<file path="config.mk">
export PLATFORM = sky130hd
export DESIGN_NAME = bus_arbiter_rr_flat
export DESIGN_NICKNAME = d
export VERILOG_FILES = /design/src/rtl/bus_arbiter_rr_if.sv /design/src/rtl/bus_arbiter_rr.sv /design/src/flat_wrapper.sv
export SDC_FILE = /design/constraint.sdc
export NUM_CORES = 1
export LEC_CHECK = 0
export ABC_AREA = 0
export BUFFER_PORTS_ARGS = -buffer_cell sky130_fd_sc_hd__buf_2
export CAP_MARGIN = 25
export CORE_MARGIN = 3
export CORE_UTILIZATION = 35
export CTS_CLUSTER_SIZE = 40
export DETAILED_ROUTE_END_ITERATION = 16
export HOLD_SLACK_MARGIN = 0.08
export PLACE_DENSITY = 0.5
export SYNTH_ARGS = -nofsm -noshare
export SYNTH_HDL_FRONTEND = slang
export SYNTH_SLANG_ARGS = --single-unit
</file>
<file path="constraint.sdc">
create_clock -name clk -period 11.25 [get_ports clk]
set_input_delay 0.5625 -clock clk [delete_from_list [all_inputs] [get_ports clk]]
set_output_delay 0.5625 -clock clk [all_outputs]
set_load 0.005 [all_outputs]
</file>
<file path="src/rtl/bus_arbiter_rr_if.sv">
// Request/grant bundle between bus masters and the round-robin arbiter.
// The arbiter takes the slave modport; masters and slaves drive the other side.
interface bus_arbiter_rr_if #(
  parameter int NUM_CH = 8,
  parameter int CH_W   = 3
);
  logic [NUM_CH-1:0] DMA;
  logic              BUS_ready;
  logic [NUM_CH-1:0] grant;
  logic              BUS_req;
  logic [CH_W-1:0]   owner;
  logic              busy;
  logic              timeout_err;
  logic [CH_W-1:0]   err_ch;

  modport slave (
    input  DMA, BUS_ready,
    output grant, BUS_req, owner, busy, timeout_err, err_ch
  );

  modport master (
    output DMA, BUS_ready,
    input  grant, BUS_req, owner, busy, timeout_err, err_ch
  );
endinterface

</file>
<file path="src/rtl/bus_arbiter_rr.sv">
// NUM_CH-way bus arbiter, round-robin or fixed priority, grant held until release.
// Optional watchdog release is built when BUS_ARB_TIMEOUT_EN is defined.
module bus_arbiter_rr #(
  parameter int NUM_CH      = 8,
  parameter int CH_W        = 3,
  parameter int PRIO_MODE   = 0,
  parameter int TIMEOUT_CYC = 255
) (
  input logic            clk,
  input logic            clr,
  bus_arbiter_rr_if.slave bus
);

  typedef enum logic {IDLE, OWN} state_t;

  state_t            state, state_n;
  logic [NUM_CH-1:0] grant_q, grant_n;
  logic [CH_W-1:0]   owner_q, owner_n;
  logic [CH_W-1:0]   ptr_q, ptr_n, nxt_ptr;
  logic [NUM_CH-1:0] mask_q, cand;
  logic [CH_W-1:0]   start;
  logic [CH_W:0]     sel;
  logic              own_req, hit, release_c;

  // {valid, index} of the first set bit searching upward from s, wrapping
  function automatic logic [CH_W:0] pick(
    input logic [NUM_CH-1:0] r,
    input logic [CH_W-1:0]   s
  );
    logic [CH_W:0] res;
    int            idx;
    res = '0;
    for (int i = NUM_CH - 1; i >= 0; i--) begin
      idx = int'(s) + i;
      if (idx >= NUM_CH) idx = idx - NUM_CH;
      if (r[idx]) res = {1'b1, CH_W'(idx)};
    end
    return res;
  endfunction

  assign own_req   = bus.DMA[owner_q];
  assign release_c = (state == OWN) && (!own_req || hit);
  assign nxt_ptr   = (owner_q == CH_W'(NUM_CH - 1)) ?
                     '0 : owner_q + CH_W'(1);

  always_comb begin
    cand  = bus.DMA & ~mask_q;
    start = ptr_q;
    if (state == OWN) begin
      cand  = cand & ~grant_q;
      start = nxt_ptr;
    end
    if (PRIO_MODE != 0) start = '0;
    sel = pick(cand, start);
  end

  always_comb begin
    state_n = state;
    grant_n = grant_q;
    owner_n = owner_q;
    ptr_n   = ptr_q;
    unique case (state)
      IDLE: begin
        if (sel[CH_W]) begin
          grant_n                = '0;
          grant_n[sel[CH_W-1:0]] = 1'b1;
          owner_n                = sel[CH_W-1:0];
          state_n                = OWN;
        end
      end
      OWN: begin
        if (release_c) begin
          ptr_n   = nxt_ptr;
          grant_n = '0;
          if (sel[CH_W]) begin
            grant_n[sel[CH_W-1:0]] = 1'b1;
            owner_n                = sel[CH_W-1:0];
          end else begin
            owner_n = '0;
            state_n = IDLE;
          end
        end
      end
      default: state_n = IDLE;
    endcase
  end

  always_ff @(posedge clk or posedge clr) begin
    if (clr) begin
      state   <= IDLE;
      grant_q <= '0;
      owner_q <= '0;
      ptr_q   <= '0;
    end else begin
      state   <= state_n;
      grant_q <= grant_n;
      owner_q <= owner_n;
      ptr_q   <= ptr_n;
    end
  end

`ifdef BUS_ARB_TIMEOUT_EN
  logic [15:0]       cnt_q;
  logic              terr_q;
  logic [CH_W-1:0]   ech_q;
  logic [NUM_CH-1:0] mask_n;
  logic              entry;

  assign hit   = (state == OWN) && own_req && !bus.BUS_ready &&
                 (cnt_q == 16'(TIMEOUT_CYC - 1));
  assign entry = (state_n == OWN) && ((state == IDLE) || release_c);

  // a timed-out channel stays masked until it lowers its request once
  always_comb begin
    mask_n = mask_q & bus.DMA;
    if (hit) mask_n[owner_q] = 1'b1;
  end

  always_ff @(posedge clk or posedge clr) begin
    if (clr) begin
      cnt_q  <= '0;
      terr_q <= 1'b0;
      ech_q  <= '0;
      mask_q <= '0;
    end else begin
      mask_q <= mask_n;
      if (entry) cnt_q <= '0;
      else if (state == OWN)
        cnt_q <= bus.BUS_ready ? 16'd0 : cnt_q + 16'd1;
      if (hit) begin
        terr_q <= 1'b1;
        ech_q  <= owner_q;
      end
    end
  end

  assign bus.timeout_err = terr_q;
  assign bus.err_ch      = ech_q;
`else
  assign hit             = 1'b0;
  assign mask_q          = '0;
  assign bus.timeout_err = 1'b0;
  assign bus.err_ch      = '0;
`endif

  assign bus.grant   = grant_q;
  assign bus.BUS_req = |grant_q;
  assign bus.busy    = |grant_q;
  assign bus.owner   = owner_q;

endmodule
</file>
<file path="src/flat_wrapper.sv">
// flat-port wrapper written by rule: the top's interface ports become plain ports
module bus_arbiter_rr_flat 
#(
  parameter int NUM_CH      = 8,
  parameter int CH_W        = 3,
  parameter int PRIO_MODE   = 0,
  parameter int TIMEOUT_CYC = 255
)
  (clk, clr, bus_DMA, bus_BUS_ready, bus_grant, bus_BUS_req, bus_owner, bus_busy, bus_timeout_err, bus_err_ch);
  bus_arbiter_rr_if #(.NUM_CH(NUM_CH), .CH_W(CH_W)) bus_i ();
  input logic clk;
  input logic clr;
  input wire logic [$bits(bus_i.DMA)-1:0] bus_DMA;
  input wire logic [$bits(bus_i.BUS_ready)-1:0] bus_BUS_ready;
  output wire logic [$bits(bus_i.grant)-1:0] bus_grant;
  output wire logic [$bits(bus_i.BUS_req)-1:0] bus_BUS_req;
  output wire logic [$bits(bus_i.owner)-1:0] bus_owner;
  output wire logic [$bits(bus_i.busy)-1:0] bus_busy;
  output wire logic [$bits(bus_i.timeout_err)-1:0] bus_timeout_err;
  output wire logic [$bits(bus_i.err_ch)-1:0] bus_err_ch;
  assign bus_i.DMA = bus_DMA;
  assign bus_i.BUS_ready = bus_BUS_ready;
  assign bus_grant = bus_i.grant;
  assign bus_BUS_req = bus_i.BUS_req;
  assign bus_owner = bus_i.owner;
  assign bus_busy = bus_i.busy;
  assign bus_timeout_err = bus_i.timeout_err;
  assign bus_err_ch = bus_i.err_ch;
  bus_arbiter_rr #(.NUM_CH(NUM_CH), .CH_W(CH_W), .PRIO_MODE(PRIO_MODE), .TIMEOUT_CYC(TIMEOUT_CYC)) u_core (.clk(clk), .clr(clr), .bus(bus_i));
endmodule
</file>
==> impl_metrics.ini <==
[outcome]
run_status = finished clean

[cts]
numCtsBuffers = 3
cts.hold.buffers_added = 0
clk_transition_reported_paths_ps = 70
cts.repair.resized = 0
clock_tree.htree_level_count = 1
tritoncts_num_sinks = 15
post-cts-setup-buffers = 0
ctsRootBufferMaster = sky130_fd_sc_hd__clkbuf_8
clkLatencyLatePin_ps = 260
cts_tree = yes
cts_max_path_buffers = 2

[grt]
grt_antenna_before_repair = 0
overflow = 0
wire_length_of_the_first_global_routing_pass_um = 8466
first_global_vias = 1642
grt_start_max_net_pins = 19
grt.total_usage_pct = 17.25

[sta]
finalHoldViolCount = 0
finalSetupViolations = 0
fin_crit_ps = 4535
rsz0062_at_grt = false
fmax_mhz = 220.5
tightest_slew_ps = 827.5
timing.setup.tns_ps = 0
timing.max_slew.rel_slack_pct = 43.74
finalMaxSlewViolations = 0
fin_crit_sh_pct = 40.31
worst_clock_skew_ps = 5.862

[worst_setup_path]
worst-path-max-fanout = 11
timing.reg2reg.setup_slack_ps = 6720
crit_type = reg2reg
worst-endpoint-arrival_ps = 4640
worst_ep_required_time_ps = 11350
cp-start-kind = flip-flop
timing.critical_path.to_type = flip-flop

[yosys]
netlist-cell-type-count = 55
ys.warnings.count = 0
synth_largest_area_cell = sky130_fd_sc_hd__dfrtp_1
ys_seq_area_share_pct = 21.26
number_of_flip_flops_and_latches_in_the_synthesized_netlist = 15
yosys.area.top_type_share_pct = 21.26
synth_ff_type = sky130_fd_sc_hd__dfrtp_1
mappedNetlistArea_sq_um = 1765
netlist_instances = 194
edff_count_synth = 0
syn_area_per_cell_sq_um = 9.100
asyncSetResetFlopFracSynth_pct = 100.0
yosys-top-cells-area = sky130_fd_sc_hd__dfrtp_1 21%, sky130_fd_sc_hd__mux2i_1 9.6%, sky130_fd_sc_hd__mux4_2 6.4%, sky130_fd_sc_hd__nand2_1 5.5%, sky130_fd_sc_hd__mux2_2 4.5%

[floorplan]
die-area_sq_um = 5932
floorplan.die.width_um = 77.02
height_of_the_chip_um = 77.02
num_rows = 25
start_util_pct = 36.89
floorplan_core_area_sq_um = 4786
io-pin-count = 28

[finish]
final_layout_size_suffix_gt1_share_pct = 24.17
area.growth.synth_to_final_pct = 8.434
layout.cell_area.non_filler_sq_um = 1914
multi_input_comb_area_sq_um = 1262
layout.nets = 227
layoutNonFillerInstCount = 278
seq_area_sq_um = 375.4
layout.cells.most_common = sky130_fd_sc_hd__nand2_1
nFillCells = 494
n_antenna_cell = 0
layout.cells.most_common_list = 26 x sky130_fd_sc_hd__nand2_1, 22 x sky130_fd_sc_hd__buf_2, 17 x sky130_fd_sc_hd__mux2i_1, 15 x sky130_fd_sc_hd__dfrtp_1

[worst_hold_path]
hold_path.class = in2async

[drt]
drt_first_iter_violations = 130
drc_viols = 0
route.detailed.vias_per_inst = 5.788
detailedRoute.firstPassIterationCount = 4
via_count = 1609
wl_um = 4959
ant_nets = 0
routedWlPerCell_um = 17.84

[place]
globalplace.congestion = 0.8886
portBuffers = 22
detailed_place_hpwl_um = 3868
place_inst = 274
placedInstanceArea_sq_um = 1866

[job]
timing.max_cap.violations = 0
-- cell families (layout without fill, tap and decap cells) --
logic type,count (synthesis),in the layout,share of synthesized area [%]
adder cells (fa/ha/maj),4,4,2.835
other,1,4,0.2124
AND/OR/NAND/NOR,55,55,15.73
multiplexers,32,32,22.89
flip-flops,15,15,21.26
AO/OA/AOI/OAI,63,63,26.79
XOR/XNOR,4,4,2.410
buffers and inverters,20,34,7.866
-- metal layers --
layer / share of wire [%] / wire (um) / track usage, %
met3: 3.6 / 180 / 2.700
met2: 48 / 2356 / 28.14
met1: 48 / 2372 / 24.23
met5: 0 / 0 / 0
met4: 0.99 / 49 / 3.203
-- final timing paths --
check                               startpoint             endpoint  depth (start not counted)
max                        u_core.bus.owner[0]  u_core.bus.owner[0]                         11
min                                        clr  u_core.bus.owner[2]                          2
max reg2reg                u_core.bus.owner[0]  u_core.bus.owner[0]                         11
min reg2reg                    u_core.ptr_q[0]      u_core.ptr_q[0]                          2
max in group asynchronous                  clr  u_core.bus.owner[0]                          2
min in group clk               u_core.ptr_q[0]      u_core.ptr_q[0]                          2
-- cell usage after synthesis (2+ instances only) --
library cell,number
sky130_fd_sc_hd__inv_1,6
sky130_fd_sc_hd__nand3_1,5
sky130_fd_sc_hd__nor4_1,2
sky130_fd_sc_hd__dfrtp_1,15
sky130_fd_sc_hd__nor2_1,5
sky130_fd_sc_hd__a21boi_0,9
sky130_fd_sc_hd__mux2_2,7
sky130_fd_sc_hd__a22oi_1,2
sky130_fd_sc_hd__xnor2_1,3
sky130_fd_sc_hd__nand4_1,6
sky130_fd_sc_hd__nand2_1,26
sky130_fd_sc_hd__o22ai_1,2
sky130_fd_sc_hd__o31ai_1,9
sky130_fd_sc_hd__buf_2,2
sky130_fd_sc_hd__o211ai_1,4
sky130_fd_sc_hd__o32ai_1,2
sky130_fd_sc_hd__a21oi_1,9
sky130_fd_sc_hd__a211oi_1,2
sky130_fd_sc_hd__mux2i_2,2
sky130_fd_sc_hd__mux4_2,5
sky130_fd_sc_hd__mux2i_1,17
sky130_fd_sc_hd__nand2b_1,2
sky130_fd_sc_hd__buf_6,3
sky130_fd_sc_hd__ha_1,4
sky130_fd_sc_hd__buf_4,6
sky130_fd_sc_hd__o21a_1,2
sky130_fd_sc_hd__nor3_1,3
sky130_fd_sc_hd__o21ai_0,7
-- worst max-delay path, cell delays in order, from the launching register on --
cell and delay, ps:
sky130_fd_sc_hd__dfrtp_1 510, sky130_fd_sc_hd__ha_1 370, sky130_fd_sc_hd__mux2i_2 670, sky130_fd_sc_hd__inv_1 490
sky130_fd_sc_hd__ha_1 380, sky130_fd_sc_hd__inv_1 160, sky130_fd_sc_hd__xnor2_1 270, sky130_fd_sc_hd__mux2i_1 470
sky130_fd_sc_hd__nand2_1 120, sky130_fd_sc_hd__a21oi_1 190, sky130_fd_sc_hd__a2bb2oi_1 540, sky130_fd_sc_hd__o21ai_0 210
-- cell type report --
cell class	instances	area share, %
Multi-Input combinational cell	162	65.95
Clock buffer	3	2.157
Timing Repair Buffer	23	6.144
Sequential cell	15	19.61
Tap cell	67	4.379
Inverter	7	1.373
Clock inverter	1	0.3922
-- flip-flops by register name, summed over array words and instances, names as in the netlist --
name              count
u_core.state          1
u_core.ptr_q          3
u_core.bus.grant      8
u_core.bus.owner      3
-- stage by stage --
step | hold slack (ps) | utilization (%) | setup WS (ps)
floorplan | 463.9 | - | 7551
global placement | 491.4 | 38.98 | 6804
detailed placement | 494.5 | 38.98 | 6777
CTS | 385.7 | 40.00 | 6737
global route | 417.0 | 40.00 | 6434
finish | 365.6 | 40.00 | 6715
Power is left out: the tool's default activity adds up to more than one toggle a clock period on the data nets, which glitch-free logic cannot reach.
